<file path="src/rtl/logip_cmd_decoder_if.sv">
// logip_cmd_decoder_if
//   Command/response bundle between the UART RX stage, the command decoder
//   and the trigger / sampler / TX blocks.
//   cmd_i, cmd_stb_i        : complete frame from RX, valid for one cycle
//   soft_rst_o, arm_o,
//   meta_req_o              : one-cycle action pulses
//   trg_we_o, trg_stage_o,
//   trg_sel_o, trg_data_o   : trigger register write bus
//   div_o, read_cnt_o,
//   delay_cnt_o, flags_o    : sampler configuration registers
//   tx_data_o, tx_stb_o,
//   tx_busy_i               : byte stream to the UART transmitter
//   id_busy_o               : ID response in progress
//   modport slave  : the decoder
//   modport master : the surrounding RX/TX/core side
interface logip_cmd_decoder_if #(
   parameter int DATA_BITS       = 8,
   parameter int CMD_WIDTH_WORDS = 5
);
   logic [DATA_BITS*CMD_WIDTH_WORDS-1:0] cmd_i;
   logic                                 cmd_stb_i;
   logic                                 soft_rst_o;
   logic                                 arm_o;
   logic                                 meta_req_o;
   logic                                 trg_we_o;
   logic [1:0]                           trg_stage_o;
   logic [1:0]                           trg_sel_o;
   logic [31:0]                          trg_data_o;
   logic [23:0]                          div_o;
   logic [15:0]                          read_cnt_o;
   logic [15:0]                          delay_cnt_o;
   logic [31:0]                          flags_o;
   logic [DATA_BITS-1:0]                 tx_data_o;
   logic                                 tx_stb_o;
   logic                                 tx_busy_i;
   logic                                 id_busy_o;

   modport slave (
      input  cmd_i, cmd_stb_i, tx_busy_i,
      output soft_rst_o, arm_o, meta_req_o,
             trg_we_o, trg_stage_o, trg_sel_o, trg_data_o,
             div_o, read_cnt_o, delay_cnt_o, flags_o,
             tx_data_o, tx_stb_o, id_busy_o
   );

   modport master (
      output cmd_i, cmd_stb_i, tx_busy_i,
      input  soft_rst_o, arm_o, meta_req_o,
             trg_we_o, trg_stage_o, trg_sel_o, trg_data_o,
             div_o, read_cnt_o, delay_cnt_o, flags_o,
             tx_data_o, tx_stb_o, id_busy_o
   );
endinterface

</file>
<file path="src/rtl/logip_cmd_decoder.sv">
// logip_cmd_decoder
//   Decodes 5-byte command frames from the UART receiver into core actions:
//   configuration register writes, trigger register write strobes, action
//   pulses, and a self-contained 4-byte ID reply streamed to the transmitter.
//   Ports:
//     clk_i : clock
//     rst_i : synchronous active-high reset
//     bus   : logip_cmd_decoder_if.slave (frame in, control/config/TX out)
//   Frame decode has one register stage; the ID stream is driven directly
//   from the ID FSM state so the first strobe lands in the cycle after the
//   accepted frame.
module logip_cmd_decoder #(
   parameter int          DATA_BITS       = 8,
   parameter int          CMD_WIDTH_WORDS = 5,
   parameter logic [31:0] ID_WORD         = 32'h534C4131
) (
   input logic               clk_i,
   input logic               rst_i,
   logip_cmd_decoder_if.slave bus
);
   localparam int CMD_W = DATA_BITS * CMD_WIDTH_WORDS;

   typedef enum logic [1:0] {IDLE = 2'd0, SEND = 2'd1, WAIT = 2'd2} id_state_e;

   typedef struct packed {
      logic [7:0]  op;
      logic [31:0] arg;
   } frame_t;

   logic [CMD_W-1:0] cmd;
   frame_t           fr;
   logic             is_trg;

   assign cmd = bus.cmd_i;
   // Host sends the argument least significant byte first.
   assign fr  = {cmd[39:32], cmd[7:0], cmd[15:8], cmd[23:16], cmd[31:24]};
   // 0xC0..0xCF address stage op[3:2]; select 3 does not exist.
   assign is_trg = (fr.op[7:4] == 4'hC) && (fr.op[1:0] != 2'd3);

   // ---------------------------------------------------------------
   // Registered decode: pulses, trigger bus, configuration registers
   // ---------------------------------------------------------------
   always_ff @(posedge clk_i) begin
      if (rst_i) begin
         bus.soft_rst_o  <= 1'b0;
         bus.arm_o       <= 1'b0;
         bus.meta_req_o  <= 1'b0;
         bus.trg_we_o    <= 1'b0;
         bus.trg_stage_o <= '0;
         bus.trg_sel_o   <= '0;
         bus.trg_data_o  <= '0;
         bus.div_o       <= '0;
         bus.read_cnt_o  <= '0;
         bus.delay_cnt_o <= '0;
         bus.flags_o     <= '0;
      end else begin
         bus.soft_rst_o <= 1'b0;
         bus.arm_o      <= 1'b0;
         bus.meta_req_o <= 1'b0;
         bus.trg_we_o   <= 1'b0;
         if (bus.cmd_stb_i) begin
            case (fr.op)
               8'h00: bus.soft_rst_o <= 1'b1;
               8'h01: bus.arm_o      <= 1'b1;
               8'h04: bus.meta_req_o <= 1'b1;
               8'h80: bus.div_o      <= fr.arg[23:0];
               8'h81: begin
                  bus.read_cnt_o  <= fr.arg[15:0];
                  bus.delay_cnt_o <= fr.arg[31:16];
               end
               8'h82: bus.flags_o    <= fr.arg;
               default: ;
            endcase
            // Stage/select/data are held after the strobe for the trigger block.
            if (is_trg) begin
               bus.trg_we_o    <= 1'b1;
               bus.trg_stage_o <= fr.op[3:2];
               bus.trg_sel_o   <= fr.op[1:0];
               bus.trg_data_o  <= fr.arg;
            end
         end
      end
   end

   // ---------------------------------------------------------------
   // ID reply FSM
   // ---------------------------------------------------------------
   id_state_e state, state_nxt;
   logic [1:0] idx, idx_nxt;

   always_ff @(posedge clk_i) begin
      if (rst_i) begin
         state <= IDLE;
         idx   <= '0;
      end else begin
         state <= state_nxt;
         idx   <= idx_nxt;
      end
   end

   always_comb begin
      state_nxt     = state;
      idx_nxt       = idx;
      bus.tx_stb_o  = 1'b0;
      bus.tx_data_o = '0;
      bus.id_busy_o = 1'b0;
      case (state)
         IDLE: begin
            if (bus.cmd_stb_i && (fr.op == 8'h02)) begin
               state_nxt = SEND;
               idx_nxt   = '0;
            end
         end
         SEND: begin
            bus.id_busy_o = 1'b1;
            bus.tx_data_o = ID_WORD[{idx, 3'b000} +: DATA_BITS];
            // A strobe during the reset cycle would be a half-aborted byte.
            if (!bus.tx_busy_i) begin
               bus.tx_stb_o = !rst_i;
               state_nxt    = WAIT;
            end
         end
         WAIT: begin
            // One dead cycle lets the transmitter raise busy before the next byte.
            bus.id_busy_o = 1'b1;
            if (idx == 2'd3) begin
               state_nxt = IDLE;
               idx_nxt   = '0;
            end else begin
               state_nxt = SEND;
               idx_nxt   = idx + 2'd1;
            end
         end
         default: state_nxt = IDLE;
      endcase
   end
endmodule
</file>
<file path="src/flat_wrapper.sv">
// flat-port wrapper written by rule: the top's interface ports become plain ports
module logip_cmd_decoder_flat 
#(
   parameter int          DATA_BITS       = 8,
   parameter int          CMD_WIDTH_WORDS = 5,
   parameter logic [31:0] ID_WORD         = 32'h534C4131
)
  (clk_i, rst_i, bus_cmd_i, bus_cmd_stb_i, bus_tx_busy_i, bus_soft_rst_o, bus_arm_o, bus_meta_req_o, bus_trg_we_o, bus_trg_stage_o, bus_trg_sel_o, bus_trg_data_o, bus_div_o, bus_read_cnt_o, bus_delay_cnt_o, bus_flags_o, bus_tx_data_o, bus_tx_stb_o, bus_id_busy_o);
  logip_cmd_decoder_if #(.DATA_BITS(DATA_BITS), .CMD_WIDTH_WORDS(CMD_WIDTH_WORDS)) bus_i ();
  input logic clk_i;
  input logic rst_i;
  input wire logic [$bits(bus_i.cmd_i)-1:0] bus_cmd_i;
  input wire logic [$bits(bus_i.cmd_stb_i)-1:0] bus_cmd_stb_i;
  input wire logic [$bits(bus_i.tx_busy_i)-1:0] bus_tx_busy_i;
  output wire logic [$bits(bus_i.soft_rst_o)-1:0] bus_soft_rst_o;
  output wire logic [$bits(bus_i.arm_o)-1:0] bus_arm_o;
  output wire logic [$bits(bus_i.meta_req_o)-1:0] bus_meta_req_o;
  output wire logic [$bits(bus_i.trg_we_o)-1:0] bus_trg_we_o;
  output wire logic [$bits(bus_i.trg_stage_o)-1:0] bus_trg_stage_o;
  output wire logic [$bits(bus_i.trg_sel_o)-1:0] bus_trg_sel_o;
  output wire logic [$bits(bus_i.trg_data_o)-1:0] bus_trg_data_o;
  output wire logic [$bits(bus_i.div_o)-1:0] bus_div_o;
  output wire logic [$bits(bus_i.read_cnt_o)-1:0] bus_read_cnt_o;
  output wire logic [$bits(bus_i.delay_cnt_o)-1:0] bus_delay_cnt_o;
  output wire logic [$bits(bus_i.flags_o)-1:0] bus_flags_o;
  output wire logic [$bits(bus_i.tx_data_o)-1:0] bus_tx_data_o;
  output wire logic [$bits(bus_i.tx_stb_o)-1:0] bus_tx_stb_o;
  output wire logic [$bits(bus_i.id_busy_o)-1:0] bus_id_busy_o;
  assign bus_i.cmd_i = bus_cmd_i;
  assign bus_i.cmd_stb_i = bus_cmd_stb_i;
  assign bus_i.tx_busy_i = bus_tx_busy_i;
  assign bus_soft_rst_o = bus_i.soft_rst_o;
  assign bus_arm_o = bus_i.arm_o;
  assign bus_meta_req_o = bus_i.meta_req_o;
  assign bus_trg_we_o = bus_i.trg_we_o;
  assign bus_trg_stage_o = bus_i.trg_stage_o;
  assign bus_trg_sel_o = bus_i.trg_sel_o;
  assign bus_trg_data_o = bus_i.trg_data_o;
  assign bus_div_o = bus_i.div_o;
  assign bus_read_cnt_o = bus_i.read_cnt_o;
  assign bus_delay_cnt_o = bus_i.delay_cnt_o;
  assign bus_flags_o = bus_i.flags_o;
  assign bus_tx_data_o = bus_i.tx_data_o;
  assign bus_tx_stb_o = bus_i.tx_stb_o;
  assign bus_id_busy_o = bus_i.id_busy_o;
  logip_cmd_decoder #(.DATA_BITS(DATA_BITS), .CMD_WIDTH_WORDS(CMD_WIDTH_WORDS), .ID_WORD(ID_WORD)) u_core (.clk_i(clk_i), .rst_i(rst_i), .bus(bus_i));
endmodule
</file>
<file path="config.mk">
export PLATFORM = sky130hd
export DESIGN_NAME = logip_cmd_decoder_flat
export DESIGN_NICKNAME = d
export VERILOG_FILES = /design/src/rtl/logip_cmd_decoder_if.sv /design/src/rtl/logip_cmd_decoder.sv /design/src/flat_wrapper.sv
export SDC_FILE = /design/constraint.sdc
export NUM_CORES = 1
export LEC_CHECK = 0
export ABC_AREA = 0
export BUFFER_PORTS_ARGS = -buffer_cell sky130_fd_sc_hd__buf_2
export CAP_MARGIN = 20
export CORE_MARGIN = 5
export CORE_UTILIZATION = 23
export CTS_BUF_LIST = sky130_fd_sc_hd__clkbuf_8
export DETAILED_ROUTE_END_ITERATION = 7
export HOLD_SLACK_MARGIN = 0.12
export SLEW_MARGIN = 20
export SYNTH_ARGS = -nofsm -noshare
export SYNTH_HDL_FRONTEND = slang
export SYNTH_SLANG_ARGS = --single-unit
</file>
<file path="constraint.sdc">
create_clock -name clk_i -period 3.75 [get_ports clk_i]
set_clock_uncertainty 0.15 [all_clocks]
set_input_delay 0.5625 -clock clk_i [delete_from_list [all_inputs] [get_ports clk_i]]
set_output_delay 0.5625 -clock clk_i [all_outputs]
set_load 0.005 [all_outputs]
</file>
==> impl_metrics.yaml, run 1 <==
floorplanning:
  start_util_pct: 23.3
  die_h_um: 156
  die_w_um: 156
  io_pins: 182
  dieArea_um2: 24300
  rows: 53
  coreArea_um2: 21000
sta:
  post-route-min-period_ps: 2280
  fmax_ghz: 0.439
  report.final.hold_viol_count: 0
  fin_crit_sh_pct: 60.8
  rsz0062_at_grt: "false"
  tightest_slew_ps: 802
  hold_ws_ps: 233
  slew-limit-headroom_pct: 46.3
  fin_setup_tns_ps: 0
  report.final.setup_viol: 0
  slew_violations: 0
setup_path:
  crit_end: "u_core.bus.flags_o[3]"
  cp_max_fo: 17
  crit_path_start_kind: "primary input"
  reg2reg_depth: 5
  rrSetupSlack_ps: 2120
  criticalPathCategory: "in2reg"
  critPathRequiredTime_ps: 3910
  worstSetupEndpointType: "flop"
  worstPathArrival_ps: 2440
  worstSetupStartpoint: "bus_cmd_i[34]"
  r2r_end: "u_core.idx[0]"
  r2r_start: "u_core.state[0]"
yosys:
  synth_common_cells: "nand2_1 (137), dfxtp_1 (132), a21oi_1 (70)"
  ys_seq_area_share_pct: 54.0
  synth_most_common_cell: "nand2_1"
  synth_fp_nets: 593
  synth.area.top_cells: "dfxtp_1 (54%), mux2i_1 (11%), nand2_1 (11%), a21oi_1 (7.2%), nor2_1 (4.5%)"
  netlist_area_um2: 4890
  async_reset_ff_share_pct: 0
  ys_warn_count: 0
  yosys.area.top_type: "dfxtp_1"
  syn_area_per_cell_um2: 9.05
  yosysUniqueCellTypes: 36
  synth_edf_count: 0
  synth.top_cell.area_share_pct: 54.0
  ys.flop_type: "dfxtp_1"
  ys_seq_elements: 132
  syn_inst: 540
power:
  ir_drop_uv: 185
  power_w: 0.00269
  leakagePower_nw: 2.69
  cellPowerDensity_nw_per_um2: 420
grt:
  grt_pass1_vias: 3958
  grt_antenna_before_repair: 1
  grt_max_degree: 73
  grt-ovfl-total: 0
  grt_pass1_wl_um: 22900
  grt.total_usage_pct: 12.1
clocking:
  cts_sinks: 132
  clk_latency_ps: 430
  postCtsHoldBufs: 0
  cts_setup_buffers: 0
  post_cts_resized: 0
  clk_pin_slew_worst_paths_ps: 80
  cts_tree: "yes"
  cts_buffers: 17
  ctsRootBufferMaster: "clkbuf_8"
  clockBufferDepth: 2
  htree_levels: 4
place:
  dpl.hpwl_um: 10500
  dp.cells: 966
  gp_congestion: 0.732
  io_buffers: 180
final_layout:
  synthToLayoutAreaGrowth_pct: 30.8
  fin_util_pct: 30.5
  fin_nets: 763
  final_cells: 997
  drive_gt1_share_pct: 31.4
  antenna_cells: 0
  fillers: 2275
routing:
  drtPass1Iterations: 4
  ant_nets: 0
  routedWlPerCell_um: 14.8
  wl_um: 14800
  viasPerCell: 4.21
  drc_errors: 0
  vias: 4195
  drt_iter0_markers: 192
hold_path:
  hold_class: "in2reg"
run:
  maxCapViolations: 0
run_status:
  status: "finished, final reports clean"
## state kept, by name, summed over array words and instances, names as in the netlist, 2 cells and up
name / cells
u_core.bus.delay_cnt_o: 16
u_core.bus.div_o: 24
u_core.bus.flags_o: 32
u_core.bus.read_cnt_o: 16
u_core.bus.trg_data_o: 32
u_core.bus.trg_sel_o: 2
u_core.bus.trg_stage_o: 2
u_core.idx: 2
u_core.state: 2
## kinds of logic after synthesis
| group | share of synthesized area, % |
|---|---|
| adders and majority gates | 2.30 |
| AOI/OAI and AO/OA | 8.27 |
| and+or+nand+nor | 19.5 |
| other | 0.0767 |
| buffers and inverters | 4.30 |
| DFF | 54.0 |
| muxes | 11.5 |
## stage by stage
stage	setup slack (ps)	instance area, um2
after floorplan	1560	4890
after global placement	1030	6050
after detailed placement	988	6050
after CTS	1490	6400
after global routing	1300	6400
final	1470	6400
## area by class of cell
class                           instances  area [um2]  share of cell area [%]
Clock buffer                           19         262                    4.09
Clock inverter                         12        85.1                    1.33
Inverter                                5        18.8                   0.293
Multi-Input combinational cell        366        2060                    32.1
Sequential cell                       132        2640                    41.3
Tap cell                              275         344                    5.38
Timing Repair Buffer                  188         988                    15.5
## power by group
part | internal [W] | leakage (nW) | switching (W) | total, W
logic | 0.0000792 | 1.45 | 0.000122 | 0.000201
registers | 0.00141 | 1.06 | 0.0000100 | 0.00142
clock network | 0.000486 | 0.169 | 0.000578 | 0.00106
## worst max-delay path, stage by stage
cell and delay, ps:
buf_2 160, or4b_1 610, or3_1 620, buf_4 320, nand2_1 90, a21oi_1 60
## placed cells by master, fill, tap and decap left out, types with 2 or more instances in the layout
| cell type | instances |
|---|---|
| nor2b_1 | 4 |
| mux2i_1 | 56 |
| buf_4 | 7 |
| and2_1 | 4 |
| o21ai_0 | 2 |
| clkinv_2 | 4 |
| ha_1 | 9 |
| or3_1 | 2 |
| clkinvlp_4 | 4 |
| buf_2 | 179 |
| nor3_4 | 2 |
| nand2_1 | 137 |
| buf_12 | 2 |
| nor2_1 | 59 |
| or4b_1 | 2 |
| clkinv_4 | 4 |
| clkbuf_8 | 19 |
| inv_1 | 5 |
| a21oi_1 | 70 |
| dfxtp_1 | 132 |
## worst min-delay path by stage
stage                           start                        end  slack (ps)  cells after the start
3_3_place_gp    u_core.bus.flags_o[6]      u_core.bus.flags_o[6]         290                      2
3_5_place_dp   u_core.bus.flags_o[31]     u_core.bus.flags_o[31]         290                      2
2_1_floorplan   u_core.bus.flags_o[0]      u_core.bus.flags_o[0]         300                      2
6_report                 bus_cmd_i[2]  u_core.bus.trg_data_o[26]         230                      3
5_1_grt                  bus_cmd_i[4]  u_core.bus.trg_data_o[28]         200                      3
4_1_cts                  bus_cmd_i[2]  u_core.bus.trg_data_o[26]         190                      3
## routing by layer
layer | part of all wire [%] | track usage, % | vias to the layer above
met2 | 45 | 18.3 | 122
met3 | 7.4 | 4.24 | 17
met1 | 46 | 15.9 | 1947
met4 | 1.3 | 4.38 | 2
li1 | - | - | 2107
met5 | 0.047 | 0 | -
(Power assumes the default switching activity.)
==> run 2, diff against run 1 <==
==> constraint.sdc (replaced) <==
create_clock -name clk_i -period 2.25 [get_ports clk_i]
set_clock_uncertainty 0.15 [all_clocks]
set_input_delay 0.3375 -clock clk_i [delete_from_list [all_inputs] [get_ports clk_i]]
set_output_delay 0.3375 -clock clk_i [all_outputs]
set_load 0.005 [all_outputs]
==> impl_metrics.yaml, run 2 (synthesized netlist as in run 1, its figures left out) <==
setup_path:
  critPathRequiredTime_ps: 2410
  crit_path_start_kind: "primary input"
  criticalPathCategory: "in2reg"
  worstPathArrival_ps: 2390
  worstSetupEndpointType: "flop"
  cp_max_fo: 8
power:
  cellPowerDensity_nw_per_um2: 661
  ir_drop_uv: 304
  power_w: 0.00463
  leakagePower_nw: 2.98
routing:
  wl_um: 15600
  vias: 4328
  ant_nets: 0
  viasPerCell: 4.12
  drtPass1Iterations: 6
  drt_iter0_markers: 187
  routedWlPerCell_um: 14.8
  drc_errors: 0
floorplanning:
  dieArea_um2: 24300
  io_pins: 182
  coreArea_um2: 21000
  start_util_pct: 23.3
  rows: 53
  die_h_um: 156
  die_w_um: 156
hold_path:
  hold_class: "in2reg"
final_layout:
  synthToLayoutAreaGrowth_pct: 43.2
  layout_commonest_cell: "buf_2"
  antenna_cells: 0
  reg_top3: "u_core.bus.flags_o: 32 flops, u_core.bus.trg_data_o: 32 flops, u_core.bus.div_o: 24 flops"
  fillers: 2229
  layout_common_cells: "buf_2 (176), nand2_1 (137), dfxtp_1 (132)"
  multi_input_area_um2: 2070
  seqCellArea_um2: 2640
  fin_nets: 815
  drive_gt1_share_pct: 31.4
  fin_area_um2: 7000
clocking:
  cts_sinks: 132
  htree_levels: 4
  ctsRootBufferMaster: "clkbuf_8"
  clockBufferDepth: 2
  cts_tree: "yes"
  clk_pin_slew_worst_paths_ps: 80
  cts_buffers: 17
  clk_latency_ps: 430
sta:
  report.final.setup_viol: 0
  report.final.hold_viol_count: 0
  tightest_slew_ps: 584
  slew_violations: 0
  post-route-min-period_ps: 2230
  slew-limit-headroom_pct: 61.0
  rsz0062_at_grt: "false"
  fin_crit_sh_pct: 99.2
  fin_setup_tns_ps: 0
  fmax_ghz: 0.448
grt:
  grt_pass1_vias: 4196
  grt.total_usage_pct: 12.5
  grt_pass1_wl_um: 23800
  grt-ovfl-total: 0
  grt_max_degree: 79
  grt_antenna_before_repair: 1
place:
  place_area_um2: 6170
  dpl.hpwl_um: 10600
  io_buffers: 180
  gp_congestion: 0.779
run:
  maxCapViolations: 0
run_status:
  status: "finished, final reports clean"
-- run 2: repair_timing --
action / CTS / global route
setup endpoints to repair: 0 / 70
buffers inserted: 0 / 3
resized for setup: 0 / 8
hold buffers: 38 / 0
hold endpoints to repair: 128 / 0
-- run 2: layout make-up --
cell class | instances | area share, %
tap | 275 | 4.91
sequential | 132 | 37.7
clock inverter | 14 | 1.66
inverter | 5 | 0.268
timing repair buffer | 240 | 22.4
multi-input combinational | 366 | 29.5
clock buffer | 18 | 3.54
-- run 2: power breakdown --
group,switching [W],internal [W]
clock network,0.000957,0.000893
registers,0.0000168,0.00236
logic,0.000213,0.000195
total,0.00119,0.00344
-- run 2: stage by stage --
step	std cells	util, %	hold slack, ps	setup slack (ps)
after floorplan	540	-	265	288
after global placement	977	29.4	289	110
after detailed placement	977	29.4	294	107
after CTS	1047	33.0	121	12.4
after global routing	1050	33.4	151	0.434
final	1050	33.4	184	17.4
-- run 2: metal layers --
layer	global-route usage [%]	vias to the layer above	routed length, um
li1	-	2211	-
met1	16.1	1978	7110
met2	19.9	123	7190
met3	3.69	14	1050
met4	4.75	2	200
met5	0	-	11
-- run 2: worst paths after layout --
check	start	to	slack [ps]	cells after the start
max	bus_cmd_i[35]	u_core.bus.read_cnt_o[10]	20	7
min	bus_cmd_i[38]	u_core.bus.meta_req_o	180	4
max reg2reg	u_core.state[0]	u_core.idx[0]	660	5
min reg2reg	u_core.bus.trg_data_o[25]	u_core.bus.trg_data_o[25]	300	2
-- run 2: worst max-delay path, stage by stage --
cell           delay [ps]
dlygate4sd3_1         630
or4b_4                570
nor3_4                290
buf_6                 160
clkbuf_16             160
mux2i_1               190
nor2_1                 50
